===== src/rtl/pipeline_sequencer_if.sv =====
// Bundle between the debug unit / hazard logic and the pipeline sequencer.
//   Command handshake : i_cmd_valid, i_cmd (00 NOP, 01 RUN, 10 STEP, 11 STOP), o_cmd_ready
//   Pipeline events   : i_halt_id, i_halt_wb, i_load_use, i_branch_taken
//   Register controls : o_pc_enable, o_if_id_enable, o_if_id_flush, o_id_ex_enable,
//                       o_id_ex_flush, o_ex_mem_enable, o_mem_wb_enable
// Signal names keep the sequencer's point of view (i_ = into the sequencer).
// The slave modport is taken by the sequencer, the master modport by whoever drives it.
interface pipeline_sequencer_if;
  logic       i_cmd_valid;
  logic [1:0] i_cmd;
  logic       o_cmd_ready;

  logic       i_halt_id;
  logic       i_halt_wb;
  logic       i_load_use;
  logic       i_branch_taken;

  logic       o_pc_enable;
  logic       o_if_id_enable;
  logic       o_if_id_flush;
  logic       o_id_ex_enable;
  logic       o_id_ex_flush;
  logic       o_ex_mem_enable;
  logic       o_mem_wb_enable;

  modport master (
    output i_cmd_valid, i_cmd, i_halt_id, i_halt_wb, i_load_use, i_branch_taken,
    input  o_cmd_ready, o_pc_enable, o_if_id_enable, o_if_id_flush,
           o_id_ex_enable, o_id_ex_flush, o_ex_mem_enable, o_mem_wb_enable
  );

  modport slave (
    input  i_cmd_valid, i_cmd, i_halt_id, i_halt_wb, i_load_use, i_branch_taken,
    output o_cmd_ready, o_pc_enable, o_if_id_enable, o_if_id_flush,
           o_id_ex_enable, o_id_ex_flush, o_ex_mem_enable, o_mem_wb_enable
  );
endinterface


===== src/rtl/pipeline_sequencer.sv =====
// Run/step/halt controller for the 5-stage MIPS pipeline. Turns debug commands and
// hazard/halt events into enable/flush controls for the PC and the four pipeline
// registers, including load-use bubbles, branch flushes and the post-halt drain.
// Ports:
//   i_clk, i_reset  : clock, synchronous active-high reset
//   bus (slave)     : command handshake, hazard/halt events, register enables/flushes
//   o_state         : current state (IDLE=0, RUN=1, STEP=2, DRAIN=3, HALTED=4)
//   o_halted        : high while in HALTED
//   o_cycle_count   : saturating count of cycles in which the pipeline advanced
module pipeline_sequencer #(
  parameter int DRAIN_CYCLES = 4,
  parameter int CNT_SIZE     = 32
) (
  input  logic                i_clk,
  input  logic                i_reset,
  pipeline_sequencer_if.slave bus,
  output logic [2:0]          o_state,
  output logic                o_halted,
  output logic [CNT_SIZE-1:0] o_cycle_count
);

  typedef enum logic [2:0] {
    S_IDLE   = 3'd0,
    S_RUN    = 3'd1,
    S_STEP   = 3'd2,
    S_DRAIN  = 3'd3,
    S_HALTED = 3'd4
  } state_t;

  typedef enum logic [1:0] {
    CMD_NOP  = 2'b00,
    CMD_RUN  = 2'b01,
    CMD_STEP = 2'b10,
    CMD_STOP = 2'b11
  } cmd_t;

  localparam int DCNT_W = $clog2(DRAIN_CYCLES + 1);
  // Value held by the drain counter during the final watchdog cycle.
  localparam logic [DCNT_W-1:0] DRAIN_LAST = DCNT_W'(DRAIN_CYCLES - 1);

  state_t              state_q, state_d;
  logic [DCNT_W-1:0]   drain_cnt_q, drain_cnt_d;
  logic [CNT_SIZE-1:0] cycle_count_q, cycle_count_d;

  logic cmd_ready, cmd_fire, advanced;
  logic pc_en, if_id_en, if_id_fl, id_ex_en, id_ex_fl, ex_mem_en, mem_wb_en;

  // NOTE: every signal written here gets a default first, so no path leaves one
  // unassigned and no latch is inferred.
  always_comb begin
    state_d       = state_q;
    drain_cnt_d   = drain_cnt_q;
    cycle_count_d = cycle_count_q;
    advanced      = 1'b0;
    pc_en         = 1'b0;
    if_id_en      = 1'b0;
    if_id_fl      = 1'b0;
    id_ex_en      = 1'b0;
    id_ex_fl      = 1'b0;
    ex_mem_en     = 1'b0;
    mem_wb_en     = 1'b0;

    cmd_ready = (state_q == S_IDLE) || (state_q == S_RUN);
    cmd_fire  = bus.i_cmd_valid && cmd_ready;

    unique case (state_q)
      S_IDLE: begin
        if (cmd_fire && bus.i_cmd == CMD_RUN)       state_d = S_RUN;
        else if (cmd_fire && bus.i_cmd == CMD_STEP) state_d = S_STEP;
      end

      S_RUN, S_STEP: begin
        advanced  = 1'b1;
        pc_en     = 1'b1;
        if_id_en  = 1'b1;
        id_ex_en  = 1'b1;
        ex_mem_en = 1'b1;
        mem_wb_en = 1'b1;
        if (bus.i_load_use) begin
          // Hold PC and IF/ID, bubble ID/EX; the pending branch is seen again next cycle.
          pc_en    = 1'b0;
          if_id_en = 1'b0;
          id_ex_fl = 1'b1;
        end else if (bus.i_branch_taken) begin
          if_id_fl = 1'b1;
        end

        if (state_q == S_STEP)                            state_d = S_IDLE;
        else if (cmd_fire && bus.i_cmd == CMD_STOP)       state_d = S_IDLE;
        // A decoded HALT (not stalled) wins over STOP and the STEP return.
        if (bus.i_halt_id && !bus.i_load_use) begin
          state_d     = S_DRAIN;
          drain_cnt_d = '0;
        end
      end

      S_DRAIN: begin
        // Freeze fetch, feed bubbles into ID/EX and let the tail retire.
        advanced    = 1'b1;
        id_ex_en    = 1'b1;
        id_ex_fl    = 1'b1;
        ex_mem_en   = 1'b1;
        mem_wb_en   = 1'b1;
        drain_cnt_d = drain_cnt_q + DCNT_W'(1);
        if (bus.i_halt_wb || drain_cnt_q == DRAIN_LAST) state_d = S_HALTED;
      end

      S_HALTED: state_d = S_HALTED;

      default: state_d = S_IDLE;
    endcase

    if (advanced && !(&cycle_count_q)) cycle_count_d = cycle_count_q + CNT_SIZE'(1);

    // Reset must silence the pipeline in the same cycle, before the state clears.
    if (i_reset) begin
      pc_en     = 1'b0;
      if_id_en  = 1'b0;
      if_id_fl  = 1'b0;
      id_ex_en  = 1'b0;
      id_ex_fl  = 1'b0;
      ex_mem_en = 1'b0;
      mem_wb_en = 1'b0;
    end
  end

  // NOTE: state flops use non-blocking assignments so every flop samples the
  // pre-edge values regardless of evaluation order.
  always_ff @(posedge i_clk) begin
    if (i_reset) begin
      state_q       <= S_IDLE;
      drain_cnt_q   <= '0;
      cycle_count_q <= '0;
    end else begin
      state_q       <= state_d;
      drain_cnt_q   <= drain_cnt_d;
      cycle_count_q <= cycle_count_d;
    end
  end

  assign bus.o_cmd_ready     = cmd_ready;
  assign bus.o_pc_enable     = pc_en;
  assign bus.o_if_id_enable  = if_id_en;
  assign bus.o_if_id_flush   = if_id_fl;
  assign bus.o_id_ex_enable  = id_ex_en;
  assign bus.o_id_ex_flush   = id_ex_fl;
  assign bus.o_ex_mem_enable = ex_mem_en;
  assign bus.o_mem_wb_enable = mem_wb_en;

  assign o_state       = state_q;
  assign o_halted      = (state_q == S_HALTED);
  assign o_cycle_count = cycle_count_q;

endmodule


===== src/flat_wrapper.sv =====
// flat-port wrapper written by rule: the top's interface ports become plain ports
module pipeline_sequencer_flat 
#(
  parameter int DRAIN_CYCLES = 4,
  parameter int CNT_SIZE     = 32
)
  (i_clk, i_reset, o_state, o_halted, o_cycle_count, bus_i_cmd_valid, bus_i_cmd, bus_i_halt_id, bus_i_halt_wb, bus_i_load_use, bus_i_branch_taken, bus_o_cmd_ready, bus_o_pc_enable, bus_o_if_id_enable, bus_o_if_id_flush, bus_o_id_ex_enable, bus_o_id_ex_flush, bus_o_ex_mem_enable, bus_o_mem_wb_enable);
  pipeline_sequencer_if bus_i ();
  input  logic i_clk;
  input  logic i_reset;
  output logic [2:0] o_state;
  output logic o_halted;
  output logic [CNT_SIZE-1:0] o_cycle_count;
  input wire logic [$bits(bus_i.i_cmd_valid)-1:0] bus_i_cmd_valid;
  input wire logic [$bits(bus_i.i_cmd)-1:0] bus_i_cmd;
  input wire logic [$bits(bus_i.i_halt_id)-1:0] bus_i_halt_id;
  input wire logic [$bits(bus_i.i_halt_wb)-1:0] bus_i_halt_wb;
  input wire logic [$bits(bus_i.i_load_use)-1:0] bus_i_load_use;
  input wire logic [$bits(bus_i.i_branch_taken)-1:0] bus_i_branch_taken;
  output wire logic [$bits(bus_i.o_cmd_ready)-1:0] bus_o_cmd_ready;
  output wire logic [$bits(bus_i.o_pc_enable)-1:0] bus_o_pc_enable;
  output wire logic [$bits(bus_i.o_if_id_enable)-1:0] bus_o_if_id_enable;
  output wire logic [$bits(bus_i.o_if_id_flush)-1:0] bus_o_if_id_flush;
  output wire logic [$bits(bus_i.o_id_ex_enable)-1:0] bus_o_id_ex_enable;
  output wire logic [$bits(bus_i.o_id_ex_flush)-1:0] bus_o_id_ex_flush;
  output wire logic [$bits(bus_i.o_ex_mem_enable)-1:0] bus_o_ex_mem_enable;
  output wire logic [$bits(bus_i.o_mem_wb_enable)-1:0] bus_o_mem_wb_enable;
  assign bus_i.i_cmd_valid = bus_i_cmd_valid;
  assign bus_i.i_cmd = bus_i_cmd;
  assign bus_i.i_halt_id = bus_i_halt_id;
  assign bus_i.i_halt_wb = bus_i_halt_wb;
  assign bus_i.i_load_use = bus_i_load_use;
  assign bus_i.i_branch_taken = bus_i_branch_taken;
  assign bus_o_cmd_ready = bus_i.o_cmd_ready;
  assign bus_o_pc_enable = bus_i.o_pc_enable;
  assign bus_o_if_id_enable = bus_i.o_if_id_enable;
  assign bus_o_if_id_flush = bus_i.o_if_id_flush;
  assign bus_o_id_ex_enable = bus_i.o_id_ex_enable;
  assign bus_o_id_ex_flush = bus_i.o_id_ex_flush;
  assign bus_o_ex_mem_enable = bus_i.o_ex_mem_enable;
  assign bus_o_mem_wb_enable = bus_i.o_mem_wb_enable;
  pipeline_sequencer #(.DRAIN_CYCLES(DRAIN_CYCLES), .CNT_SIZE(CNT_SIZE)) u_core (.i_clk(i_clk), .i_reset(i_reset), .bus(bus_i), .o_state(o_state), .o_halted(o_halted), .o_cycle_count(o_cycle_count));
endmodule

===== config.mk =====
export PLATFORM = sky130hd
export DESIGN_NAME = pipeline_sequencer_flat
export DESIGN_NICKNAME = d
export VERILOG_FILES = /design/src/rtl/pipeline_sequencer_if.sv /design/src/rtl/pipeline_sequencer.sv /design/src/flat_wrapper.sv
export SDC_FILE = /design/constraint.sdc
export NUM_CORES = 1
export LEC_CHECK = 0
export CAP_MARGIN = 40
export CORE_AREA = 5 5 83 62
export CTS_CLUSTER_DIAMETER = 80
export DETAILED_ROUTE_END_ITERATION = 7
export DIE_AREA = 0 0 88 67
export PLACE_DENSITY = 0.9
export SETUP_SLACK_MARGIN = 0.2
export SYNTH_ARGS = -nofsm -noshare
export SYNTH_HDL_FRONTEND = slang
export SYNTH_SLANG_ARGS = --single-unit

===== constraint.sdc =====
create_clock -name i_clk -period 6.1 [get_ports i_clk]
set_clock_uncertainty 0.15 [all_clocks]
set_input_delay 0.915 -clock i_clk [delete_from_list [all_inputs] [get_ports i_clk]]
set_output_delay 0.915 -clock i_clk [all_outputs]
set_load 0.05 [all_outputs]

==> flow_summary.ini <==
[global_routing]
grt_pass1_vias = 1943
grt_use_total_pct = 19.2
grt_pass1_wl_um = 8890
grt_max_degree = 44
grt_antenna_before_repair = 0
gr-total-overflow = 0

[setup_path]
crit_arrival_ns = 3.10
cp_num_cells = 5
cp-end-kind = output pin
crit_fanout = 43
setup.worst_path.end = bus_o_if_id_flush
startpoint = i_reset
critical_path_class = in -> out
crit_path_start_kind = input pin
critical_path.max_stage_delay_ns = 0.81
cp.required_ns = 5.03
r2r-start = u_core.o_cycle_count[24]$_SDFFE_PP0P_
slowest_stage = clkdlybuf4s50_1
path_cells = clkdlybuf4s50_1 -> buf_4 -> nor4_1 -> and2_1 -> clkdlybuf4s50_1
timing.rr.end = u_core.o_cycle_count[6]$_SDFFE_PP0P_
reg2reg_depth = 5
cp_top_family = buffers and inverters
ff2ff_setup_slack_ns = 3.42
critPathBufInv = 3
timing.critical_path.mode_cell = clkdlybuf4s50_1

[worst_hold_path]
hp-class = reg -> reg

[yosys]
syn_area_per_cell_um2 = 8.62
ys.flop_type = dfxtp_1
yosysSeqAreaShare_pct = 34.6
yosysTopAreaCellShare_pct = 34.6
yosysMostFrequentCell = dfxtp_1
synthDistinctLibCells = 56
synth_warnings = 0
ys_ff_latch = 38
synth-edff-count = 0
synth-async-reset-ratio_pct = 0
synthTopCellsByCount = 38 x dfxtp_1, 33 x nor2_1, 20 x a21oi_1, 13 x nand2_1, 13 x xnor2_1
synthCells = 255
synth_nets = 267
synth.largest_area_cell = dfxtp_1
netlist_area_um2 = 2200
synth.area.top_cells = dfxtp_1 35%, nor2_1 5.6%, xnor2_1 5.2%

[placed_design]
port_buffers = 52
dp_cells = 349
dp_hpwl_um = 3930
gp_congestion = 0.809

[power]
vdd_ir_drop_max_mv = 0.143
power.share.clock_pct = 34.6
power.density_nw_per_um2 = 208
comb_power_share_pct = 20.0
switchingPower_w = 0.000176
p_int_w = 0.000409
switching_share_pct = 30.1
seq_power_share_pct = 45.4
fin_total_pwr_w = 0.000585
p_leak_nw = 0.889

[timing]
finalHoldViolCount = 0
min_period_ns = 4.16
fin_tns_setup_ns = 0
rsz0062_at_grt = no
finalCritPeriodShare_pct = 68.3
worstMarginPinSlew_ns = 0.797
setup_viol = 0
maxSlewViolCount = 0
slew_headroom_pct = 46.4
holdWs_ns = 0.354
max_freq_mhz = 240

[clock_tree]
cts_root_buffer = clkbuf_8
clkLatencyLatePin_ns = 0.29
cts_setup_buffers = 0
max-clock-path-buffers = 2
cts.sink_count = 38
clk_pin_slew_ns = 0.07
cts_resized = 0
cts-buffers-inserted = 5
cts_hold_buf = 0
htree_num_levels = 2
cts_tree = done

[final_layout]
num_antenna_cells = 0
post_route_cells_drive_above_1_share_pct = 11.3
nNetsFinal = 313
final_cells = 357
syn_to_final_growth_pct = 27.8

[drt]
drt-initial-drc-count = 172
vias = 2085
vias_per_cell = 5.84
drc = 0
firstDrtPassIters = 4
ant_nets = 0
wire_per_inst_um = 14.9
wl_um = 5320

[die]
dieArea_um2 = 5900
pin_count = 53
rows = 20
start_util_pct = 52.0
dieHeight_um = 67
die_w_um = 88
core_um2 = 4230

[job]
cap_viol_max_count = 0

[outcome]
outcome = complete, no violations
## worst reg2reg max path: stages (launching register included)
cell and delay, ns:
dfxtp_1 0.46, nand4_1 0.29, nor4_4 0.58, and3_1 0.65, nor4b_2 0.14, mux2_4 0.31
## state kept, by name, summed over array words and instances (netlist names)
signal / cells
u_core.o_cycle_count: 32
u_core.drain_cnt_q: 3
u_core.o_state: 3
## layer usage
| layer | vias up | global-route usage (%) | part of all wire (%) |
|---|---|---|---|
| li1 | 1036 | - | - |
| met1 | 977 | 25.3 | 49 |
| met2 | 66 | 30.9 | 45 |
| met3 | 6 | 5.69 | 6.0 |
| met4 | 0 | 4.41 | 0.90 |
| met5 | - | 0 | 0 |
## final cells by class
class / count / area [µm²]
clock buffers: 8 / 110
fillers: 349 / 1420
inverters: 6 / 22.5
multi-input cells: 197 / 1320
flip-flops and latches: 38 / 761
well taps: 55 / 68.8
repair buffers: 53 / 528
## stage by stage
stage | worst slack, ns | area [µm²] | utilization (%)
after floorplan | 1.76 | 2200 | -
after global placement | 2.00 | 2700 | 63.8
after detailed placement | 1.94 | 2700 | 63.8
after CTS | 1.92 | 2810 | 66.4
after global routing | 1.83 | 2810 | 66.4
final | 1.94 | 2810 | 66.4
## how the worst min path moves through the flow
| stage | to | start | depth (start not counted) | slack, ns |
|---|---|---|---|---|
| after floorplan | u_core.drain_cnt_q[2]$_SDFFE_PP0P_ | u_core.drain_cnt_q[2]$_SDFFE_PP0P_ | 2 | 0.31 |
| after global placement | u_core.drain_cnt_q[2]$_SDFFE_PP0P_ | u_core.drain_cnt_q[2]$_SDFFE_PP0P_ | 2 | 0.33 |
| after detailed placement | u_core.drain_cnt_q[2]$_SDFFE_PP0P_ | u_core.drain_cnt_q[2]$_SDFFE_PP0P_ | 2 | 0.34 |
| after CTS | u_core.drain_cnt_q[2]$_SDFFE_PP0P_ | u_core.drain_cnt_q[2]$_SDFFE_PP0P_ | 2 | 0.36 |
| after global routing | u_core.drain_cnt_q[1]$_SDFFE_PP0P_ | u_core.drain_cnt_q[1]$_SDFFE_PP0P_ | 2 | 0.40 |
| final | u_core.drain_cnt_q[2]$_SDFFE_PP0P_ | u_core.drain_cnt_q[2]$_SDFFE_PP0P_ | 2 | 0.35 |
## kinds of logic after synthesis
kind of cell | synth area share [%]
adder cells (fa/ha/maj) | 1.71
XOR/XNOR | 5.98
AND/OR/NAND/NOR | 33.4
AO/OA/AOI/OAI | 17.2
multiplexers | 1.82
buffers and inverters | 5.35
flip-flops | 34.6
## layout by cell type (no fill, tap or decap), types with 3 or more instances in the layout
cell	n
a211oi_1	4
inv_1	6
nand2_1	13
or4_2	4
a21oi_1	20
or4_4	3
clkbuf_8	8
nor2_1	33
nand3_1	10
o31ai_1	5
or3_1	9
nor4_1	6
nand4_1	7
o21ai_0	11
or2_2	3
dfxtp_1	38
xnor2_1	13
ha_1	3
clkdlybuf4s50_1	52
nor3_1	7
nor4b_2	3
## power by group through the flow
| stage | sequential (W) | combinational (W) | clock (W) |
|---|---|---|---|
| final | 0.000266 | 0.000117 | 0.000202 |
| after global routing | 0.000267 | 0.000125 | 0.000220 |
| after CTS | 0.000266 | 0.000117 | 0.000204 |
| after detailed placement | 0.000271 | 0.000117 | 0 |
| after global placement | 0.000271 | 0.000115 | 0 |
| after floorplan | 0.000282 | 0.0000760 | 0 |
Note: power is estimated with default switching activity, not from simulation.
